==> src/rtl/scan_pkg.sv <==
// Shared definitions for the scan request controller: command word layout,
// op encodings and controller states.
package scan_pkg;

  localparam int CHAIN_W  = 50;

  localparam int OP_MSB   = 49;
  localparam int OP_LSB   = 48;
  localparam int ADDR_MSB = 47;
  localparam int ADDR_LSB = 32;
  localparam int DATA_MSB = 31;
  localparam int DATA_LSB = 0;

  localparam logic [1:0] OP_NOP   = 2'b00;
  localparam logic [1:0] OP_READ  = 2'b01;
  localparam logic [1:0] OP_WRITE = 2'b10;

  typedef enum logic {
    ST_IDLE,
    ST_REQ
  } scan_state_t;

  // 2'b00 and 2'b11 are both treated as NOP
  function automatic logic is_valid_op(input logic [1:0] op);
    return (op == OP_READ) || (op == OP_WRITE);
  endfunction

endpackage

==> src/rtl/sync_2ff.sv <==
// Two-flop synchroniser for a single asynchronous pin, reset to 0.
module sync_2ff (
  input  logic clk,
  input  logic rst,
  input  logic d,
  output logic q
);

  logic meta;

  always_ff @(posedge clk or posedge rst) begin
    if (rst) begin
      meta <= 1'b0;
      q    <= 1'b0;
    end else begin
      meta <= d;
      q    <= meta;
    end
  end

endmodule

==> src/rtl/scan_req_ctrl.sv <==
// Scan chain front end: shifts in a {op, addr, data} command, issues one bus
// request to the SRAM/register mux and loads read data back into the chain.
module scan_req_ctrl #(
  parameter int TIMEOUT = 255,
  parameter int CHAIN_W = 50
) (
  input  logic        clk,
  input  logic        rst,
  input  logic        scan_tck,
  input  logic        scan_en,
  input  logic        scan_in,
  input  logic        scan_update,
  output logic        scan_out,
  output logic        scan_ren,
  output logic        scan_wen,
  output logic [15:0] scan_addr,
  output logic [31:0] scan_wdata,
  input  logic [31:0] scan_rdata,
  input  logic        scan_ready,
  output logic        busy,
  output logic        err
);

  import scan_pkg::*;

  localparam int CNT_W = (TIMEOUT < 1) ? 1 : $clog2(TIMEOUT + 1);
  localparam logic [CNT_W-1:0] CNT_MAX = CNT_W'(TIMEOUT);

  scan_state_t        state;
  scan_state_t        next_state;
  logic [CHAIN_W-1:0] chain;
  logic [1:0]         op_q;
  logic [1:0]         req_op;
  logic [CNT_W-1:0]   cnt;

  logic tck_s, en_s, in_s, upd_s;
  logic tck_d, upd_d;
  logic tck_rise, upd_rise;
  logic do_shift, launch, req_done, req_timeout;
  logic ren_d, wen_d;

  sync_2ff u_sync_tck (.clk(clk), .rst(rst), .d(scan_tck),    .q(tck_s));
  sync_2ff u_sync_en  (.clk(clk), .rst(rst), .d(scan_en),     .q(en_s));
  sync_2ff u_sync_in  (.clk(clk), .rst(rst), .d(scan_in),     .q(in_s));
  sync_2ff u_sync_upd (.clk(clk), .rst(rst), .d(scan_update), .q(upd_s));

  always_ff @(posedge clk or posedge rst) begin
    if (rst) begin
      tck_d <= 1'b0;
      upd_d <= 1'b0;
    end else begin
      tck_d <= tck_s;
      upd_d <= upd_s;
    end
  end

  assign tck_rise = tck_s & ~tck_d;
  assign upd_rise = upd_s & ~upd_d;

  // A shift edge wins over a coincident launch; edges seen in REQ are dropped
  assign do_shift    = (state == ST_IDLE) && tck_rise && en_s;
  assign launch      = (state == ST_IDLE) && upd_rise && !tck_rise &&
                       is_valid_op(chain[OP_MSB:OP_LSB]);
  assign req_done    = (state == ST_REQ) && scan_ready;
  assign req_timeout = (state == ST_REQ) && !scan_ready && (cnt == CNT_MAX);

  always_ff @(posedge clk or posedge rst) begin
    if (rst) state <= ST_IDLE;
    else     state <= next_state;
  end

  always_comb begin
    next_state = state;
    case (state)
      ST_IDLE: if (launch) next_state = ST_REQ;
      ST_REQ:  if (req_done || req_timeout) next_state = ST_IDLE;
      default: next_state = ST_IDLE;
    endcase
  end

  // Request strobes are precomputed from next_state so the registered copies
  // rise the cycle after launch and fall the cycle after completion
  always_comb begin
    req_op = (state == ST_IDLE) ? chain[OP_MSB:OP_LSB] : op_q;
    ren_d  = (next_state == ST_REQ) && (req_op == OP_READ);
    wen_d  = (next_state == ST_REQ) && (req_op == OP_WRITE);
    busy   = (state == ST_REQ);
  end

  always_ff @(posedge clk or posedge rst) begin
    if (rst) begin
      scan_ren <= 1'b0;
      scan_wen <= 1'b0;
    end else begin
      scan_ren <= ren_d;
      scan_wen <= wen_d;
    end
  end

  always_ff @(posedge clk or posedge rst) begin
    if (rst) begin
      chain      <= '0;
      op_q       <= OP_NOP;
      scan_addr  <= '0;
      scan_wdata <= '0;
      cnt        <= '0;
      err        <= 1'b0;
    end else if (state == ST_IDLE) begin
      if (do_shift) begin
        chain <= {in_s, chain[CHAIN_W-1:1]};
      end else if (launch) begin
        op_q       <= chain[OP_MSB:OP_LSB];
        scan_addr  <= chain[ADDR_MSB:ADDR_LSB];
        scan_wdata <= chain[DATA_MSB:DATA_LSB];
        cnt        <= '0;
        err        <= 1'b0;
      end
    end else begin
      if (req_done) begin
        if (op_q == OP_READ) chain[DATA_MSB:DATA_LSB] <= scan_rdata;
      end else if (req_timeout) begin
        chain[DATA_MSB:DATA_LSB] <= 32'h0;
        err                      <= 1'b1;
      end else if (cnt != CNT_MAX) begin
        cnt <= cnt + CNT_W'(1);
      end
    end
  end

  assign scan_out = chain[0];

endmodule

==> config.mk <==
export PLATFORM = sky130hd
export DESIGN_NAME = scan_req_ctrl
export DESIGN_NICKNAME = d
export VERILOG_FILES = /design/src/rtl/scan_pkg.sv /design/src/rtl/sync_2ff.sv /design/src/rtl/scan_req_ctrl.sv
export SDC_FILE = /design/constraint.sdc
export NUM_CORES = 1
export LEC_CHECK = 0
export CELL_PAD_IN_SITES_DETAIL_PLACEMENT = 1
export CELL_PAD_IN_SITES_GLOBAL_PLACEMENT = 2
export CORE_MARGIN = 1.5
export CORE_UTILIZATION = 36
export CTS_CLUSTER_DIAMETER = 80
export CTS_CLUSTER_SIZE = 28
export DETAILED_ROUTE_END_ITERATION = 7
export GPL_ROUTABILITY_DRIVEN = 0
export PLACE_DENSITY = 0.89
export SETUP_SLACK_MARGIN = 0.15
export SLEW_MARGIN = 20
export SYNTH_ARGS = -nofsm -noshare
export SYNTH_HDL_FRONTEND = slang
export SYNTH_HIERARCHICAL = 1
export SYNTH_SLANG_ARGS = --single-unit
==> constraint.sdc <==
create_clock -name clk -period 6.3 [get_ports clk]
set_clock_uncertainty 0.05 [all_clocks]
set_input_delay 1.26 -clock clk [delete_from_list [all_inputs] [get_ports clk]]
set_output_delay 1.26 -clock clk [all_outputs]
set_load 0.005 [all_outputs]
==> results of run 1 <==
## power by group through the flow
stage                     registers [mW]  logic [mW]  clock network [mW]
after floorplan                     1.21       0.432                   0
after global placement              1.24       0.784                   0
after detailed placement            1.25       0.815                   0
after CTS                           1.25       0.824                1.05
after global routing                1.29       0.900                1.08
final                               1.24       0.808                1.02
## flip-flops by register name, summed over array words and instances (netlist names)
| name | flops |
|---|---|
| chain | 50 |
| scan_wdata | 32 |
| scan_addr | 16 |
| cnt | 8 |
| op_q | 2 |
| busy | 1 |
| err | 1 |
| scan_ren | 1 |
| scan_wen | 1 |
| tck_d | 1 |
| u_sync_en/meta | 1 |
| u_sync_en/q | 1 |
| u_sync_in/meta | 1 |
| u_sync_in/q | 1 |
| u_sync_tck/meta | 1 |
| u_sync_tck/q | 1 |
| u_sync_upd/meta | 1 |
| u_sync_upd/q | 1 |
| upd_d | 1 |
## area by class of cell
class                   count  share of cell area (%)
well taps                 180                   3.262
repair buffers             97                   13.95
flip-flops and latches    122                   44.22
clock buffers              17                   6.162
inverters                   8                  0.4712
clock inverters            15                   2.900
multi-input cells         351                   29.03
## per-layer routing
| metal | share of wire, % | track usage [%] | vias up |
|---|---|---|---|
| li1 | - | - | 1913 |
| met1 | 43 | 23.62 | 2075 |
| met2 | 52 | 33.43 | 74 |
| met3 | 3.5 | 4.853 | 20 |
| met4 | 1.9 | 7.184 | 0 |
| met5 | 0 | 0 | - |
## cells in the mapped netlist, types with 3 or more instances
library cell / count / share of area, %
dfrtp_1: 122 / 58
buf_6: 6 / 1.3
o22ai_1: 31 / 3.7
o21ai_0: 6 / 0.57
nor2_1: 34 / 2.4
clkbuf_1: 14 / 1.0
o31ai_1: 3 / 0.43
nand3b_1: 3 / 0.43
a21oi_1: 7 / 0.67
nand3_1: 6 / 0.57
mux2_2: 18 / 3.9
a211oi_2: 30 / 7.1
a211oi_1: 3 / 0.43
nand2_1: 181 / 13
a31oi_1: 5 / 0.60
inv_1: 8 / 0.57
nand2b_1: 4 / 0.48
buf_2: 10 / 0.95
## stage by stage
| stage | utilization [%] | std cells | setup WS (ps) | total power, mW |
|---|---|---|---|---|
| finish | 49.17 | 790 | 2909 | 3.075 |
| global route | 49.17 | 790 | 2762 | 3.266 |
| CTS | 49.05 | 789 | 2929 | 3.117 |
| detailed placement | 44.60 | 757 | 2586 | 2.068 |
| global placement | 44.60 | 757 | 2720 | 2.022 |
| floorplan | - | 512 | 1974 | 1.640 |
## how the worst min path moves through the flow
stage	start	cells past startpoint	to	slack [ps]
after floorplan	u_sync_en/meta	0	u_sync_en/q	280
after global placement	u_sync_en/meta	0	u_sync_en/q	280
after detailed placement	u_sync_in/meta	0	u_sync_in/q	290
after CTS	u_sync_in/meta	0	u_sync_in/q	310
after global routing	u_sync_in/meta	0	u_sync_in/q	310
final	u_sync_in/meta	0	u_sync_in/q	300
## worst max-delay path, stage by stage
cell	delay, ps
clkdlybuf4s50_1	450
buf_4	380
nand3b_1	230
o31ai_1	130
and2_2	840
a211oi_1	250
## logic make-up after synthesis
kind of cell               count (synthesis)  share of synthesized area (%)
DFF                                      122                          58.12
buffers and inverters                     39                          3.883
xor gates and xnor gates                   2                         0.3336
and+or+nand+nor                          238                          18.46
adders and majority gates                  1                         0.2382
AOI/OAI and AO/OA                         92                          15.10
muxes                                     18                          3.859
==> impl_results.md, run 1 <==
- Antenna Cells: 0
- Max rail drop VDD: 0.1981 mV
- Netlist Area Pre-Place: 5253 um^2
- Tmin final: 3391 ps
- Final Max Tran Viols: 0
- F_max: 294.9 MHz
- Skew-Pair Late Insertion Delay: 410 ps
- Async SR Flop Fraction: 100.0%
- CTS root buf: clkbuf_16
- Internal power: 2.133 mW
- Final hold vios: 0
- CORE AREA: 14040 um^2
- Startpoint Class: primary input
- Post-synth top flop: dfrtp_1
- Crit path kind: primary input to register
- Post-synthesis sequential area ratio: 58.12%
- Crit. End Element: register
- Global Route Usage Sum: 19.44%
- Cell Pwr Density: 445.4 nW/um^2
- Most frequent cells in the layout: nand2_1, dfrtp_1, clkdlybuf4s50_1, nor2_1, o22ai_1
- PostCTS Resize Cnt: 0
- Die ar.: 15320 um^2
- Synth Instances: 512
- Post-synth cell types: 36
- RSZ-0062 raised after global routing: no
- Period utilization: 53.82%
- Worst r2r src: busy
- Fin Hold WS: 300.3 ps
- Commonest non-fill, non-tap cell in the layout: nand2_1
- Relative slew margins: 32.40%
- CTS tree: done
- # Max-Cap Violations: 0
- DP Area: 6262 um^2
- Port-buffer cells: 91
- Setup crit end: chain[31]
- Layout cells sized above 1: 15.74%
- Worst Setup SP: scan_ready
- Switching share of total power: 30.64%
- Vias in the first global route: 4518
- First-pass GRT wire length: 22710 um
- Chip height: 123.8 um
- NetSw: 942.0 uW
- Die X: 123.8 um
- Hold Crit Class: register to register
- Crit-path max FO: 37
- Arrival time worst endpoint: 3560 ps
- Flop-to-flop setup slack: 3520 ps
- Routed WL: 13600 um
- Reg power frac: 40.4%
- Worst Tran Pin Value: 1014 ps
- Combinational group share of total power: 26.3%
- Vias: 4082
- Num ports: 92
- Reg2Reg Capture Point: scan_ren
- Post-route ant nets: 0
- Area delta synth->final: 31.44%
- Clock buffer depth: 2
- 1st-iter DRT viols: 153
- Status: completed
- Post-CTS setup buffer count: 0
- Post-DR wirelength/cell: 17.22 um
- Nets: 637
- Cell leakage power: 2.991 nW
- Footprint of the multi-input gates: 2004 um^2
- Final instance area: 6904 um^2
- Ys Warns: 6
- Number of antenna violations at the first check in global routing: 0
- Drt via density: 5.167
- Clk sinks: 122
- Register Area: 3053 um^2
- Pre-antenna DRT Iters: 4
- Clock share of power: 33.3%
- Initial Utilization: 37.41%
- Post-synth EDFFs: 0
- Setup Viol. Count Final: 0
- Syn_area_per_cell: 10.26 um^2
- H-tree levels: 4
- Synth Register Bits: 122
- DRC violations left: 0
- Filler Cells Inserted: 1549
- Clock slew at reported path FFs: 60 ps
- Gr ovfl total: 0
- Setup TNS: 0 ps
- Worst EP required: 6470 ps
- Largest net degree at the start of global routing: 60
- Hpwl dp: 8669 um
- Std-Cell Rows: 43
- Worst Reg-to-Reg Cells: 4
- Hold-fix buffers, CTS: 0
- Syn_nets: 552
- CTS buffer count: 17
No activity file was read; power rests on OpenSTA's default activity.
==> run 2: changes to the inputs <==
CORE_UTILIZATION = 30   (was 36)
PLACE_DENSITY = 0.8   (was 0.89)
clock period = 2.75 ns   (was 6.3 ns; I/O delays follow)
==> run 2 against run 1 <==
Cell count is 6.8% higher. Power is 120% higher. Combinational power is 140% higher. Sequential power is 130% higher. Worst setup slack worse by 2300 ps. Critical path type is now register to primary output. Worst hold slack worse by 2.3 ps. Clock power is 110% higher.
==> impl_results.md, run 2 (synthesis gave the netlist of run 1 again) <==
- Std-Cell Rows: 48
- Max rail drop VDD: 0.4400 mV
- Flop-to-flop setup slack: 670 ps
- Post-CTS setup buffer count: 0
- Pre-antenna DRT Iters: 4
- Flip-flop count of the largest register after layout: 50
- Filler Cells Inserted: 1963
- Clk sinks: 122
- Pre-CTS WS: 338.8 ps
- Number of antenna violations at the first check in global routing: 0
- Largest delay share family, worst path: buffers and inverters
- Reg2Reg Capture Point: scan_addr[14]
- Final Max Tran Viols: 0
- Worst Reg-to-Reg Cells: 5
- # Max-Cap Violations: 0
- Drt via density: 4.751
- Clock slew at reported path FFs: 60 ps
- Clock buffer depth: 2
- Commonest non-fill, non-tap cell in the layout: nand2_1
- Worst EP required: 2150 ps
- Startpoint Class: register
- Fin Hold WS: 298.0 ps
- Worst r2r src: busy
- Hold-fix buffers, CTS: 0
- Final hold vios: 0
- CTS root buf: clkbuf_16
- Die ar.: 18310 um^2
- Setup TNS: 0 ps
- Period utilization: 77.52%
- Crit. End Element: primary output
- Relative slew margins: 52.76%
- 1st-iter DRT viols: 99
- Skew-Pair Late Insertion Delay: 410 ps
- CP peak stage delay: 560 ps
- Crit-path max FO: 14
- Slowest cell on crit path: clkdlybuf4s50_1
- Cell leakage power: 3.012 nW
- Area delta synth->final: 33.44%
- Largest net degree at the start of global routing: 54
- Post-DR wirelength/cell: 15.84 um
- Setup crit end: busy
- Crit path kind: register to primary output
- H-tree levels: 4
- Final core utilization: 40.81%
- CTS buffer count: 17
- Hpwl dp: 9217 um
- Routed WL: 13370 um
- Vias: 4010
- PostCTS Resize Cnt: 0
- Nets: 646
- Largest Register: chain
- CORE AREA: 17180 um^2
- CTS tree: done
- Cell Pwr Density: 981.6 nW/um^2
- Most frequent cells in the layout: nand2_1, dfrtp_1, clkdlybuf4s50_1, nor2_1, o22ai_1
- Post-route setup slack: 618.1 ps
- Post-route ant nets: 0
- Status: completed
- Worst Hold Depth: 0
- Num ports: 92
- Hold Crit Class: register to register
- Leading registers by flop count: chain: 50 flops, scan_wdata: 32 flops, scan_addr: 16 flops
- Crit path depth: 2
- Worst Tran Pin Value: 708.6 ps
- Layout cells sized above 1: 16.48%
- RSZ-0062 raised after global routing: no
- Chip height: 135.3 um
- Initial Utilization: 30.58%
- Gr ovfl total: 0
- First-pass GRT wire length: 22610 um
- Antenna Cells: 0
- Register Area: 3053 um^2
- Tmin final: 2132 ps
- DP Cell Count: 812
- Non-Filler Instances: 844
- Critical path cell sequence: buf_4 > clkdlybuf4s50_1
- DRC violations left: 0
- F_max: 469.1 MHz
- Vias in the first global route: 4446
- Die X: 135.3 um
- Setup Viol. Count Final: 0
- Port-buffer cells: 91
- Worst Setup SP: busy
- Worst path bufs/invs: 2
- Arrival time worst endpoint: 1530 ps
- Footprint of the multi-input gates: 2003 um^2
- Global Route Usage Sum: 15.91%
-- run 2: layout make-up --
type                    count  area share (%)
inverters                   8          0.4820
repair buffers            106           15.14
clock buffers              23           6.962
well taps                 225           4.016
multi-input cells         351           28.58
clock inverters             9           1.267
flip-flops and latches    122           43.56
-- run 2: routing by layer --
metal  up-vias  GRT usage, %  wire (um)
met4         0         6.989        266
li1       1932             -          -
met3        23         3.966        569
met2        62         26.05       6444
met1      1993         19.95       6091
met5         -             0          0
-- run 2: worst min path at each step --
stage                              start             end
after floorplan                      rst  u_sync_en/meta
after global placement    u_sync_en/meta     u_sync_en/q
after detailed placement  u_sync_in/meta     u_sync_in/q
after CTS                 u_sync_in/meta     u_sync_in/q
after global routing      u_sync_in/meta     u_sync_in/q
final                     u_sync_in/meta     u_sync_in/q
-- run 2: report_power, final --
part / leakage (nW) / switching [mW] / internal [mW]
Combinational: 1.32 / 0.855 / 1.05
Clock: 0.264 / 0.824 / 1.34
Sequential: 1.43 / 0.450 / 2.37
Total: 3.01 / 2.13 / 4.75
-- run 2: metrics by stage --
stage                     total power [mW]  area [um^2]
final                                6.881         7009
after global routing                 7.343         7009
after CTS                            6.998         7009
after detailed placement             4.789         6432
after global placement               4.686         6432
after floorplan                      3.758         5256
==> run 3: changes to the inputs <==
clock period = 1.7 ns   (was 2.75 ns; I/O delays follow)
==> run 3 against run 2 <==
Critical endpoint is now scan_wdata[8]. The flow now finishes with violations (setup timing). Power rose by 77%. Via count rose by 8.8%. Cell count rose by 6.9%. Count of clock-buffer cells in the layout fell by 2.
==> impl_results.md, run 3 (synthesis gave the netlist of run 1 again) <==
- Gr ovfl total: 0
- First-pass GRT wire length: 24970 um
- Period utilization: 103.0%
- Clock slew at reported path FFs: 60 ps
- Hold Crit Class: primary input to asynchronous set/reset pin
- Die ar.: 18310 um^2
- Clock buffer depth: 2
- Commonest non-fill, non-tap cell in the layout: dfrtp_1
- Crit. End Element: register
- Setup TNS: -2060 ps
- Nets: 704
- Antenna Cells: 0
- Post-DR wirelength/cell: 18.37 um
- 1st-iter DRT viols: 174
- Num ports: 92
- Setup Viol. Count Final: 79
- Final Max Tran Viols: 0
- Worst Reg-to-Reg Cells: 7
- F_max: 571.3 MHz
- CORE AREA: 17180 um^2
- Die X: 135.3 um
- DRC violations left: 0
- Chip height: 135.3 um
- CTS buffer count: 17
- Post-route ant nets: 0
- Arrival time worst endpoint: 2050 ps
- RSZ-0062 raised after global routing: yes
- Flip-flop count of the largest register after layout: 50
- Pre-antenna DRT Iters: 6
- Status: complete, but fails checks
- Largest Register: chain
- DP Area: 6573 um^2
- Crit path kind: register to register
- Worst EP required: 2000 ps
- Global Route Usage Sum: 17.72%
- Layout cells sized above 1: 36.78%
- Initial Utilization: 30.58%
- Post-route setup slack: -50.36 ps
- Cell leakage power: 3.789 nW
- Area delta synth->final: 55.76%
- Skew-Pair Late Insertion Delay: 420 ps
- Final hold vios: 0
- H-tree levels: 4
- Failing checks: setup timing
- Vias in the first global route: 4787
- Worst r2r src: busy
- Largest net degree at the start of global routing: 71
- Hpwl dp: 9499 um
- Hold-fix buffers, CTS: 0
- Clk sinks: 122
- Number of antenna violations at the first check in global routing: 0
- CTS root buf: clkbuf_16
- Routed WL: 16570 um
- Port-buffer cells: 91
- Cell Pwr Density: 1485 nW/um^2
- Vias: 4362
- Final instance area: 8182 um^2
- Reg2Reg Capture Point: scan_wdata[8]
- Tmin final: 1750 ps
- Flop-to-flop setup slack: -50 ps
- Relative slew margins: 73.74%
- # Max-Cap Violations: 0
- Worst Tran Pin Value: 393.9 ps
- Crit-path max FO: 7
- Startpoint Class: register
- Std-Cell Rows: 48
- Pre-CTS WS: -268.3 ps
- CTS tree: done
- Drt via density: 4.836
- Leading registers by flop count: chain: 50 flops, scan_wdata: 32 flops, scan_addr: 16 flops
- Most frequent cells in the layout: dfrtp_1, nand2_1, dlygate4sd2_1, nand2_2, clkdlybuf4s50_1
- Max rail drop VDD: 0.7491 mV
- Tot Pwr: 12.15 mW
==> run 3: changes by cell type in the layout (fill, tap and decap cells not counted), sizes merged <==
cell | before | now
clkinvlp | 7 | 5
clkbuf | 23 | 26
nand3 | 6 | 7
inv | 8 | 10
dlygate4sd2 | 0 | 53
clkdlybuf4s50 | 91 | 38
buf | 15 | 67
clkinv | 1 | 3
==> run 3: report_power, final <==
group	leakage [nW]	switching (mW)	internal, mW
Sequential	1.43	0.885	3.83
Clock	0.267	1.39	2.11
Combinational	2.10	1.90	2.04
Total	3.79	4.17	7.97
==> run 3: cell type report <==
type                            instances  area [um^2]
Fill cell                            1871         8995
Sequential cell                       122         3057
Multi-Input combinational cell        352         2492
Timing Repair Buffer                  163         1744
Clock buffer                           21        460.4
Tap cell                              225        281.5
Clock inverter                         11        112.6
Inverter                                8        33.78
==> run 3: timing repair <==
action,4_1_cts,5_1_grt
setup buffers,24,13
endpoints found under the setup margin,140,91
resized for setup,95,132
pin swaps,14,84
cloned,3,6
==> run 3: worst max path at each step <==
stage | from | end | slack (ps) | cells after the start
after floorplan | rst | busy | -80 | 1
after global placement | scan_ready | chain[1] | -210 | 7
after detailed placement | scan_ready | chain[25] | -270 | 7
after CTS | cnt[1] | chain[0] | 40 | 7
after global routing | busy | scan_wdata[8] | -110 | 7
final | busy | scan_wdata[8] | -50 | 7
==> run 3: routing by layer <==
layer	track usage [%]	part of all wire (%)
met5	0	0
met4	7.587	2.1
met3	3.404	3.0
met2	29.90	52
met1	22.16	43
==> run 3: critical path, stage by stage (launching register included) <==
cell and delay [ps]:
dfrtp_1 420, buf_6 140, nor3b_4 310, and3_4 340
buf_6 130, clkbuf_16 170, nand2_2 50, nand2_1 60
==> run 3: metrics by stage <==
step                      instances  hold WS (ps)  utilization, %
final                           902         194.7           47.63
after global routing            902         207.3           47.63
after CTS                       883         188.1           43.54
after detailed placement        824         286.3           38.26
after global placement          824         283.4           38.26
after floorplan                 512         31.18               -
==> RTL change 1: new RTL, settings of run 3 <==
The parameter `TIMEOUT` goes from 255 to 510.
--- a/src/rtl/scan_req_ctrl.sv
+++ b/src/rtl/scan_req_ctrl.sv
@@ -3,3 +3,3 @@
 module scan_req_ctrl #(
-  parameter int TIMEOUT = 255,
+  parameter int TIMEOUT = 510,
   parameter int CHAIN_W = 50
Check against the original RTL: no difference found for any inputs over 10 cycles, from zero or initial values and one cycle with rst high; that may be too few to reach the edited logic, so the function may still have changed.
==> RTL change 1 against run 3 <==
  * The flow still finishes with violations (setup timing)
  * Wire length grew 16%
  * Power grew 11%
  * Setup slack lost 0.20 ns
  * Via count is 1.4% higher
  * Fmax down 10%
  * Synthesized area down 0.43%
  * Design area grew 7.6%
  * Critical path depth up 1
  * Sequential cell count up 1
  * Critical endpoint is now chain[19]
  * Largest power group is now combinational logic
==> RTL change 1: results (changes against run 3) <==
Status
  • Run status: finished with violations
  • Violations in the final reports: setup timing

CTS
  • Gates resized, CTS repair: 215 (+130%)
  • Number of post-CTS setup repair buffers: 28 (+17%)
  • H-Tree Depth: 4 (unchanged)

Finish
  • Net count of the finished layout: 694 (-1.4%)
  • Share of post-route cells with drive strength above 1: 45.50% (+8.7 points)

Place
  • HPWL after detailed placement: 9051 um (-4.7%)
  • Setup Slack @ Placement: -0.4196 ns (-0.1512 ns)
  • Port buffer count: 91 (unchanged)
  • Cell area reported after detailed placement: 6613 sq um (+0.61%)

Drt
  • Number of vias in the routed layout: 4421 (+1.4%)
  • Routed length on met3: 726 um (+48%)
  • Metal2 WL: 10250 um (+20%)
  • Number of detailed-route iterations in the first pass: 4 (-2)
  • Final WL: 19230 um (+16%)
  • Routed length on met1: 7822 um (+9.2%)
  • Number of violations reported at the end of detailed-routing iteration 0: 198 (+14%)

STA
  • Worst setup slack after layout: -0.2517 ns (-0.2014 ns)
  • Relative max-transition margin: 70.23% (-3.5 points)
  • Setup violation total in the final timing report: 103 (+30%)

Yosys
  • Cell types with the highest counts after synthesis: 123 x sky130_fd_sc_hd__dfrtp_1, 104 x sky130_fd_sc_hd__nand2_1, 58 x sky130_fd_sc_hd__o21ai_0
  • Arithmetic-cell share of the synthesized area counting full adders, half adders and majority gates: 0.4785% (+0.24 points)
  • Part of the Yosys area used for sequential elements: 58.85% (+0.73 points)
  • Fraction of synthesized cell area in xor and xnor cells: 0.3349% (+0.0014 points)
  • Compound-gate portion of the synthesized area: 8.469% (-6.6 points)
  • Net Count, Synth: 525 (-4.9%)
  • Post-synthesis cell type count: 40 (+11%)
  • Share of synthesized area spent on multiplexers: 11.84% (+8.0 points)
  • Cells taking the most area after synthesis: sky130_fd_sc_hd__dfrtp_1 59%, sky130_fd_sc_hd__nand2_1 7.5%, sky130_fd_sc_hd__mux2_4 6.0%

Setup path
  • Critical path fanouts, max: 19 (+12)
  • WP data arrival: 2.22 ns (+0.17 ns)
  • Maximum single-stage delay on the critical path: 0.39 ns (-0.03 ns)
  • Critical-path top delay cell: sky130_fd_sc_hd__dfrtp_1
  • Kind of cell adding the most delay to the critical path: compound AO/OA/AOI/OAI gates

Power and ir drop
  • Sequential cell fraction of total power: 34.0% (-4.8 points)
  • Internal: 8.918 mW (+12%)
  • Switching power: 4.616 mW (+11%)
  • IR Drop Worst-Case VDD: 0.0008305 V (+11%)
  • Leakage Power: 4.339 nW (+15%)
  • Clock Power: 3.76 mW (+7.4%)

GRT
  • Total Routing Usage GR: 20.14% (+2.4 points)
  • GR met1 Demand/Resource: 24.27% (+2.1 points)
  • Largest net degree at the start of global routing: 56 (-21%)
  • Global-route track usage on met2: 35.75% (+5.9 points)
  • Met3 routing resource usage after global routing: 4.655% (+1.3 points)
  • Number of global-route vias before repair: 4870 (+1.7%)
  • First-pass GRT wire length: 27570 um (+10%)
RTL change 1: changes by cell type in the layout (fill, tap and decap cells not counted), sizes merged, moves of 8 or more:
cell and change:
nor2 -32, mux2 +22, o21ai +52, nand2 -77, a21oi +8, inv +21
nand3 +25, mux2i +9, a211oi -33, o22ai -31, and3 +9, buf +19
RTL change 1: path summary, 6_finish.rpt:
| kind | startpoint | to | slack (ns) | depth (start not counted) |
|---|---|---|---|---|
| setup / recovery | cnt[0] | chain[19] | -0.25 | 8 |
| hold / removal | rst | u_sync_in/meta | 0.20 | 2 |
| setup reg to reg | cnt[0] | chain[19] | -0.25 | 8 |
| hold reg to reg | u_sync_tck/meta | u_sync_tck/q | 0.30 | 0 |
| max in group asynchronous | rst | cnt[4] | 0.73 | 3 |
| min in group clk | u_sync_tck/meta | u_sync_tck/q | 0.30 | 0 |
RTL change 1: cell type report:
| cell class | count | area [sq um] |
|---|---|---|
| Fill cell | 1783 | 8372 |
| Sequential cell | 123 | 3082 |
| Multi-Input combinational cell | 299 | 2582 |
| Timing Repair Buffer | 180 | 2130 |
| Clock buffer | 18 | 429.2 |
| Tap cell | 225 | 281.5 |
| Clock inverter | 14 | 171.4 |
| Inverter | 32 | 128.9 |
RTL change 1: cells by family (layout without fill, tap and decap cells):
group,Yosys count,in the layout
adder cells (fa/ha/maj),2,2
flip-flops,123,123
XOR/XNOR,2,2
AND/OR/NAND/NOR,164,164
buffers and inverters,62,244
AO/OA/AOI/OAI,82,82
multiplexers,49,49
RTL change 1: through the flow:
| step | cells | TNS [ns] |
|---|---|---|
| final | 891 | -16.48 |
| after CTS | 876 | -9.645 |
| after global placement | 802 | -11.33 |
| after global routing | 891 | -22.71 |
| after floorplan | 484 | -12.94 |
| after detailed placement | 802 | -13.88 |
==> RTL change 2: new RTL, flow settings as in run 3 <==
Made on the original files. Register the output `err` once more, with the module's reset; this adds one clock of latency there. The other outputs are not delayed to match.
--- a/src/rtl/scan_req_ctrl.sv
+++ b/src/rtl/scan_req_ctrl.sv
@@ -27,2 +27,4 @@
   localparam logic [CNT_W-1:0] CNT_MAX = CNT_W'(TIMEOUT);
+
+  logic err_s0;
 
@@ -106,3 +108,3 @@
       cnt        <= '0;
-      err        <= 1'b0;
+      err_s0     <= 1'b0;
     end else if (state == ST_IDLE) begin
@@ -115,3 +117,3 @@
         cnt        <= '0;
-        err        <= 1'b0;
+        err_s0     <= 1'b0;
       end
@@ -122,3 +124,3 @@
         chain[DATA_MSB:DATA_LSB] <= 32'h0;
-        err                      <= 1'b1;
+        err_s0                   <= 1'b1;
       end else if (cnt != CNT_MAX) begin
@@ -131,2 +133,10 @@
 
+  always_ff @(posedge clk or posedge rst) begin
+    if (rst) begin
+      err <= '0;
+    end else begin
+      err <= err_s0;
+    end
+  end
+
 endmodule
Check against the original RTL: same outputs for any inputs over 10 cycles, from zero or initial values and one cycle with rst high; that may be too few to reach the edited logic, so the function may still have changed.
==> RTL change 2 against run 3 <==
  * The run still ends with setup timing left
  * Setup slack improved by 0.050 ns
  * Power down 4.2%
  * Sequential share of layout area rose by 2.7 points
  * Sequential cell count is 1 higher
  * Synthesized area is 0.48% higher
  * Largest power group unchanged
  * Wire length decreased by 5.7%
  * Worst hold slack improved by 0.0089 ns
  * Design area shrank 5.8%
  * Critical path type unchanged
  * Fmax up 2.9%
  * Highest routed layer unchanged
  * First-iteration DRC count is 13% higher
==> RTL change 2: results (changes against run 3) <==
Status
  • Run status: finished with violations
  • Violations in the final reports: setup timing

Drt
  • Number of detailed-route iterations in the first pass: 4 (-2)
  • Number of vias in the routed layout: 4288 (-1.7%)
  • Number of violations reported at the end of detailed-routing iteration 0: 196 (+13%)
  • Final WL: 15620 um (-5.7%)
  • Via density: 4.845 (+0.19%)

GRT
  • Total Routing Usage GR: 17.78% (+0.061 points)
  • First-pass GRT wire length: 25010 um (+0.14%)
  • Largest net degree at the start of global routing: 52 (-27%)
  • Number of global-route vias before repair: 4672 (-2.4%)

Yosys
  • Fraction of synthesized cell area in xor and xnor cells: 0.3319% (-0.0016 points)
  • Cells taking the most area after synthesis: sky130_fd_sc_hd__dfrtp_1 58%, sky130_fd_sc_hd__nand2_1 13%, sky130_fd_sc_hd__a211oi_2 7.1%
  • Net Count, Synth: 553 (+0.18%)
  • Mean Syn Cell Area: 10.29 sq um (+0.28%)
  • Arithmetic-cell share of the synthesized area counting full adders, half adders and majority gates: 0.2371% (-0.0011 points)
  • Share of synthesized area spent on multiplexers: 3.841% (-0.018 points)
  • Cell types with the highest counts after synthesis: 181 x sky130_fd_sc_hd__nand2_1, 123 x sky130_fd_sc_hd__dfrtp_1, 34 x sky130_fd_sc_hd__nor2_1
  • Part of the Yosys area used for sequential elements: 58.32% (+0.20 points)

Setup path
  • WP data arrival: 1.95 ns (-0.10 ns)
  • Number of cells on the worst reg-to-reg path: 8 (+1)
  • Critical register-to-register path startpoint: cnt[0]
  • Critical path fanouts, max: 5 (-2)
  • Kind of cell adding the most delay to the critical path: buffers and inverters

STA
  • Setup violation total in the final timing report: 1 (-99%)
  • Relative max-transition margin: 74.61% (+0.88 points)
  • Setup total negative slack: -0.0002507 ns (+2.060 ns)
  • Worst setup slack after layout: -0.0002507 ns (+0.05011 ns)

Place
  • HPWL after detailed placement: 9751 um (+2.7%)
  • Total placed cells including tap cells: 823 (-0.12%)

Finish
  • Filler instances: 1863 (-0.43%)
  • Net count of the finished layout: 687 (-2.4%)
  • Share of post-route cells with drive strength above 1: 25.61% (-11 points)

Power and ir drop
  • Leakage Power: 3.473 nW (-8.3%)
  • IR Drop Worst-Case VDD: 0.0007700 V (+2.8%)
RTL change 2: worst paths after layout:
check	end	slack [ns]
min reg2reg	u_sync_en/q	0.30
max	chain[3]	-0.0003
min	u_sync_en/q	0.20
min in group clk	chain[31]	0.27
max reg2reg	chain[3]	-0.0003
max in group asynchronous	scan_wdata[26]	0.77
RTL change 2: final cells by class:
cell class	instances	area [sq um]	area share, %
tap	225	281.5	3.654
sequential	123	3084	40.03
clock buffer	20	456.7	5.927
timing repair buffer	146	1545	20.06
multi-input combinational	351	2187	28.39
inverter	8	33.78	0.4385
clock inverter	12	116.4	1.510
RTL change 2: power by group:
group / internal [mW] / switching (mW)
logic: 1.85 / 1.66
clock network: 2.10 / 1.38
registers: 3.85 / 0.791
RTL change 2: routing by layer:
metal  part of all wire, %  GRT usage [%]  up-vias
li1                      -              -     2020
met1                    45          22.51     2176
met2                    50          29.75       75
met3                   3.7          4.527       17
met4                   1.6          5.496        0
met5                     0              0        -
RTL change 2: kinds of logic after synthesis:
| family | after synthesis |
|---|---|
| simple gates | 238 |
| flops | 123 |
| compound gates | 92 |
| buf+inv | 39 |
| mux | 18 |
| xor+xnor | 2 |
| fa+ha+maj | 1 |
RTL change 2: what timing repair did:
item | 4_1_cts | 5_1_grt
setup buffers | 16 | 6
pin swaps | 16 | 21
resized for setup | 87 | 24
setup endpoints to repair | 139 | 94
gates cloned | 4 | 4
RTL change 2: metrics by stage:
step	setup slack, ns	instance area (sq um)	hold slack, ns
finish	-0.0002507	7705	0.2036
detailed placement	-0.07299	6590	0.2870
CTS	0.007841	7480	0.1954
floorplan	-0.08941	5294	0.03118
global placement	0.06659	6590	0.2825
global route	-0.05518	7705	0.2048
